[src/rtl/mem_port_arbiter.sv]
// Two-requester arbiter for the unified memory port (IF fetch vs MEM load/store).
// Define MEM_ARB_RR_EN for round-robin priority; default is fixed MEM-over-IF priority.
module mem_port_arbiter #(
    parameter int unsigned TIMEOUT = 255,
    parameter int unsigned CNT_W   = 16
) (
    input  logic clk,
    input  logic rst_n,
    input  logic if_req,
    input  logic mem_req,
    input  logic mem_we,
    input  logic ram_ready,
    input  logic err_clr,
    output logic port_sel,
    output logic ram_en,
    output logic ram_we,
    output logic if_done,
    output logic mem_done,
    output logic busy,
    output logic err
);

    typedef enum logic [1:0] {StIdle, StGntIf, StGntMem} state_e;

    localparam logic [CNT_W-1:0] TimeoutCnt = CNT_W'(TIMEOUT);

    state_e            state_q, state_d;
    logic              port_sel_q, port_sel_d;
    logic              ram_en_q, ram_en_d;
    logic              ram_we_q, ram_we_d;
    logic              err_q, err_d;
    logic [CNT_W-1:0]  cnt_q, cnt_d;
    logic              complete;
    logic              timeout;
    logic              grant_mem;

    assign complete = (state_q != StIdle) && ram_ready;

`ifdef MEM_ARB_RR_EN
    logic last_grant_q, last_grant_d;
    logic arb_last;

    // A completing transaction already counts as the most recent grant.
    assign arb_last     = complete ? (state_q == StGntMem) : last_grant_q;
    assign last_grant_d = complete ? (state_q == StGntMem) : last_grant_q;
    assign grant_mem    = (mem_req && if_req) ? ~arb_last : mem_req;

    always_ff @(posedge clk or negedge rst_n) begin
        if (!rst_n) begin
            last_grant_q <= 1'b0;
        end else begin
            last_grant_q <= last_grant_d;
        end
    end
`else
    assign grant_mem = mem_req;
`endif

    always_comb begin
        state_d  = state_q;
        cnt_d    = cnt_q;
        timeout  = 1'b0;
        if_done  = 1'b0;
        mem_done = 1'b0;
        unique case (state_q)
            StIdle: begin
                if (mem_req || if_req) begin
                    state_d = grant_mem ? StGntMem : StGntIf;
                    cnt_d   = '0;
                end
            end
            StGntIf, StGntMem: begin
                if (ram_ready) begin
                    // A requester that dropped its req mid-access gets no done pulse.
                    if_done  = (state_q == StGntIf) && if_req;
                    mem_done = (state_q == StGntMem) && mem_req;
                    cnt_d    = '0;
                    if (mem_req || if_req) begin
                        state_d = grant_mem ? StGntMem : StGntIf;
                    end else begin
                        state_d = StIdle;
                    end
                end else if (cnt_q == TimeoutCnt) begin
                    timeout = 1'b1;
                    state_d = StIdle;
                end else begin
                    cnt_d = cnt_q + 1'b1;
                end
            end
            default: state_d = StIdle;
        endcase
    end

    // Mux select and enables are registered off the next state; select holds in idle.
    always_comb begin
        port_sel_d = port_sel_q;
        ram_en_d   = 1'b0;
        ram_we_d   = 1'b0;
        unique case (state_d)
            StGntIf: begin
                port_sel_d = 1'b0;
                ram_en_d   = 1'b1;
            end
            StGntMem: begin
                port_sel_d = 1'b1;
                ram_en_d   = 1'b1;
                ram_we_d   = mem_we;
            end
            default: ;
        endcase
    end

    always_comb begin
        err_d = err_q;
        if (timeout) begin
            err_d = 1'b1;
        end else if (err_clr) begin
            err_d = 1'b0;
        end
    end

    always_ff @(posedge clk or negedge rst_n) begin
        if (!rst_n) begin
            state_q    <= StIdle;
            port_sel_q <= 1'b0;
            ram_en_q   <= 1'b0;
            ram_we_q   <= 1'b0;
            err_q      <= 1'b0;
            cnt_q      <= '0;
        end else begin
            state_q    <= state_d;
            port_sel_q <= port_sel_d;
            ram_en_q   <= ram_en_d;
            ram_we_q   <= ram_we_d;
            err_q      <= err_d;
            cnt_q      <= cnt_d;
        end
    end

    assign port_sel = port_sel_q;
    assign ram_en   = ram_en_q;
    assign ram_we   = ram_we_q;
    assign busy     = (state_q != StIdle);
    assign err      = err_q;

endmodule

[config.mk]
export PLATFORM = sky130hd
export DESIGN_NAME = mem_port_arbiter
export DESIGN_NICKNAME = d
export VERILOG_FILES = /design/src/rtl/mem_port_arbiter.sv
export SDC_FILE = /design/constraint.sdc
export NUM_CORES = 1
export LEC_CHECK = 0
export ABC_AREA = 1
export BUFFER_PORTS_ARGS = -buffer_cell sky130_fd_sc_hd__buf_4
export CORE_MARGIN = 10
export CORE_UTILIZATION = 45
export DETAILED_ROUTE_END_ITERATION = 12
export GPL_TIMING_DRIVEN = 0
export HOLD_SLACK_MARGIN = 0.08
export PLACE_DENSITY_LB_ADDON = 0.05
export SYNTH_ARGS = -nofsm -noshare
export SYNTH_HDL_FRONTEND = slang
export SYNTH_SLANG_ARGS = --single-unit
export TNS_END_PERCENT = 5
[constraint.sdc]
create_clock -name clk -period 2.8 [get_ports clk]
set_clock_uncertainty 0.1 [all_clocks]
set_input_delay 0.14 -clock clk [delete_from_list [all_inputs] [get_ports clk]]
set_output_delay 0.14 -clock clk [all_outputs]
set_load 0.02 [all_outputs]
==> key figures <==
Worst setup path
  – CP Capture Type: flop
  – Critical path cell sequence: inv_1 > ha_1 > buf_4 > inv_2 > nor2_1 > buf_2 > nand2_1 > nand2_1 > nand2_1 > nand2_1 > nand2_1 > ha_1 > inv_1 > nand2_1 > nand2_1
  – Worst r2r path cells: 15
  – Buffers & Inverters on Critical Path: 5
  – Slowest stage cell, crit path: sky130_fd_sc_hd__dfrtp_1
  – CP most frequent cell: sky130_fd_sc_hd__nand2_1
  – Delay of the slowest cell on the worst path: 0.41 ns
  – Maximum fanout along the worst path: 10
  – Arrival time worst endpoint: about 2.6 ns
  – Kind of cell adding the most delay to the critical path: buffers and inverters
  – Destination of the worst register-to-register timing path: port_sel
  – Slack of the worst reg-to-reg path: 0.37 ns
  – Data required time of the critical path: 2.92 ns
  – Classification of the worst setup path: flop to flop
  – Worst Setup Start Kind: flop
  – Startpoint of the worst register-to-register path: state_q[1]

Floorplan
  – Height of the chip: 77.5 um
  – Number of placement rows: 20
  – Width of the chip: between 70 and 80 um
  – Initial Util: 48.0%
  – Die area: between 6000 and 7000 um^2
  – CORE AREA: 3100 um^2
  – Number of top-level pins: 14

Final layout
  – P&R area growth vs syn: 16.7%
  – Antenna diode count: 0
  – Post-layout utilization of the core: 56.0%
  – Commonest non-fill, non-tap cell in the layout: sky130_fd_sc_hd__nand2_1
  – Footprint of the flip-flops and latches: roughly 550 um^2
  – Area of the multi-input gates: 776 um^2
  – Number of nets at the end of the flow: 252
  – Fill cell instance count of the final layout: ~310
  – Post-Layout Inst Area: approximately 1700 um^2
  – Share of final-layout standard cells stronger than drive strength 1: 14.3%
  – Commonest cells after routing, fill and taps aside: sky130_fd_sc_hd__nand2_1, sky130_fd_sc_hd__inv_1, sky130_fd_sc_hd__dfrtp_1
  – Filler-free cell count of the finished design: 282

Detailed routing
  – Routed length per instance: 11.8 um
  – DRC viols: 0
  – DR vias: between 1000 and 1500
  – Drt via density: a little under 5
  – Residual antenna-violating net count after detailed routing: 0
  – Count of routing violations after the opening detailed-route iteration: slightly below 80
  – Detailed Route WL: around 3300 um
  – First-pass detailed-route iteration total: 4

Timing
  – Timing-limited maximum frequency: 411 MHz
  – Setup Total Neg Slack: 0 ns
  – Unrepaired setup endpoints after global routing: false
  – Final min period: 2.43 ns
  – Max-slew headroom at the worst pin: 79.6%
  – Final period utilization: 86.8%
  – Final-report setup violation count: 0
  – Worst Tran Pin Value: 0.305 ns
  – Number of hold violations in the final report: 0
  – Crit path setup slack, layout: 0.369 ns
  – Max-slew violation count: 0

Logic synthesis
  – Yosys synthesis warning count: 0
  – Synthesized flop and latch total: 22
  – Mapped cell area: about 1500 um^2
  – Syn avg cell area: 6.93 um^2
  – Distinct cell type count after synthesis: 29
  – Part of the Yosys area used for sequential elements: roughly 37%
  – Mapped Cells: 215
  – Synthesized Nets: 228

Run
  – Max capacitance violation total: 0

Placement
  – Routability congestion estimate from global placement: 0.904
  – DP HPWL: 2460 um
  – Count of port buffers added during placement: 13
  – Placed instance area: about 1600 um^2
  – Total placed cells including tap cells: about 270
  – Pre-CTS worst setup slack: 0.377 ns

Clock network
  – Post-CTS Setup Inserts: 0
  – Clock latency on the worst-skew pair: 0.31 ns
  – Number of buffers between clock root and the deepest sink: 2
  – Clock transition at the registers of the reported paths: 0.13 ns
  – Number of buffers created by CTS: 3
  – Root buf cell: sky130_fd_sc_hd__clkbuf_4
  – Number of levels the H-tree was split into: 1
  – # clock sinks: 22
  – Clock tree from TritonCTS: done

Power and ir drop
  – Leakage power: 0.894 nW
  – Total power divided by cell area: 701 nW/um^2
  – Maximum resistive drop on vdd: 428 uV

Global routing
  – Maximum number of pins on one net before global-route repair: 23
  – Total global routing overflow: 0
  – Global-route wire length before repair: 6150 um
  – Via count of the first global-routing pass: between 1000 and 1500
  – Total routing usage reported by global routing: 11.9%
  – Antenna violations before repair: 0

Hold path
  – Tightest Hold Check Type: primary input to asynchronous set/reset pin

Run status
  – Status: completed
power by group:
| part | switching (mW) | internal [mW] |
|---|---|---|
| clock network | 0.103 | 0.0793 |
| registers | 0.0302 | 0.361 |
| logic | 0.412 | 0.234 |
state kept, by name, summed over array words and instances, names as in the netlist:
name      cells
cnt_q        16
err           1
port_sel      1
ram_en        1
ram_we        1
state_q       2
through the flow:
step | total power [mW] | hold WS (ns)
after global routing | 1.35 | 0.134
after floorplan | 0.866 | -0.256
after detailed placement | 1.05 | -0.0454
final | 1.22 | 0.138
after global placement | 1.04 | -0.0535
after CTS | 1.24 | 0.137
per-layer routing:
| layer | GRT usage [%] | vias to the layer above | share of wire [%] |
|---|---|---|---|
| met2 | 20.9 | 21 | 48 |
| met5 | 0 | - | 0 |
| li1 | - | 714 | - |
| met4 | 3.28 | 0 | 0.57 |
| met3 | 3.11 | 2 | 4.9 |
| met1 | 14.0 | 661 | 46 |
worst max-delay path by stage:
stage | startpoint | endpoint | slack [ns] | cells after the start
6_report | state_q[1] | port_sel | 0.37 | 15
5_1_grt | state_q[0] | port_sel | 0.12 | 15
4_1_cts | state_q[1] | port_sel | 0.35 | 15
3_5_place_dp | state_q[1] | port_sel | 0.38 | 15
3_3_place_gp | state_q[1] | port_sel | 0.42 | 15
2_1_floorplan | state_q[0] | port_sel | 0.66 | 15
cells in the mapped netlist:
library cell | instances | area (um^2)
sky130_fd_sc_hd__nand2_1 | 77 | 289
sky130_fd_sc_hd__inv_1 | 33 | 124
sky130_fd_sc_hd__dfrtp_1 | 22 | 551
sky130_fd_sc_hd__nor2_1 | 21 | 78.8
sky130_fd_sc_hd__nand3_1 | 12 | 60.1
sky130_fd_sc_hd__o21ai_0 | 10 | 50.1
sky130_fd_sc_hd__ha_1 | 6 | 75.1
sky130_fd_sc_hd__nand4_1 | 6 | 37.5
sky130_fd_sc_hd__o21ai_1 | 3 | 15.0
sky130_fd_sc_hd__o21ai_2 | 3 | 26.3
sky130_fd_sc_hd__inv_2 | 2 | 7.51
sky130_fd_sc_hd__nor3_1 | 2 | 10.0
sky130_fd_sc_hd__or2_2 | 2 | 12.5
sky130_fd_sc_hd__a21oi_1 | 1 | 5.00
sky130_fd_sc_hd__a21oi_4 | 1 | 16.3
sky130_fd_sc_hd__a31oi_1 | 1 | 6.26
sky130_fd_sc_hd__buf_12 | 1 | 20.0
sky130_fd_sc_hd__buf_2 | 1 | 5.00
sky130_fd_sc_hd__buf_4 | 1 | 7.51
sky130_fd_sc_hd__nand2_2 | 1 | 6.26
sky130_fd_sc_hd__nand2_4 | 1 | 11.3
sky130_fd_sc_hd__nand3_2 | 1 | 10.0
sky130_fd_sc_hd__nand3_4 | 1 | 17.5
sky130_fd_sc_hd__nand3b_1 | 1 | 7.51
sky130_fd_sc_hd__nor2_2 | 1 | 6.26
sky130_fd_sc_hd__nor2_4 | 1 | 11.3
sky130_fd_sc_hd__o211ai_1 | 1 | 7.51
sky130_fd_sc_hd__o21bai_1 | 1 | 7.51
sky130_fd_sc_hd__xor2_1 | 1 | 8.76
what timing repair did:
item	in CTS	in global routing
gates resized for setup	0	0
hold endpoints to repair	27	0
hold buffers	6	0
cell families (layout without fill, tap and decap cells):
logic type                 after synthesis  after routing  synth area share, %
AOI/OAI and AO/OA                       21             21                 8.98
adders and majority gates                6              6                 5.04
buffers and inverters                   38             61                 11.0
and+or+nand+nor                        127            127                 37.4
xor gates and xnor gates                 1              1                0.588
DFF                                     22             22                 36.9
final cells by class:
class,instances,area share (%)
clock buffer,4,2.09
sequential,22,31.7
timing repair buffer,19,9.06
tap,44,3.17
buffer,3,1.87
multi-input combinational,155,44.6
inverter,35,7.55
No activity file was read; power rests on OpenSTA's default activity.
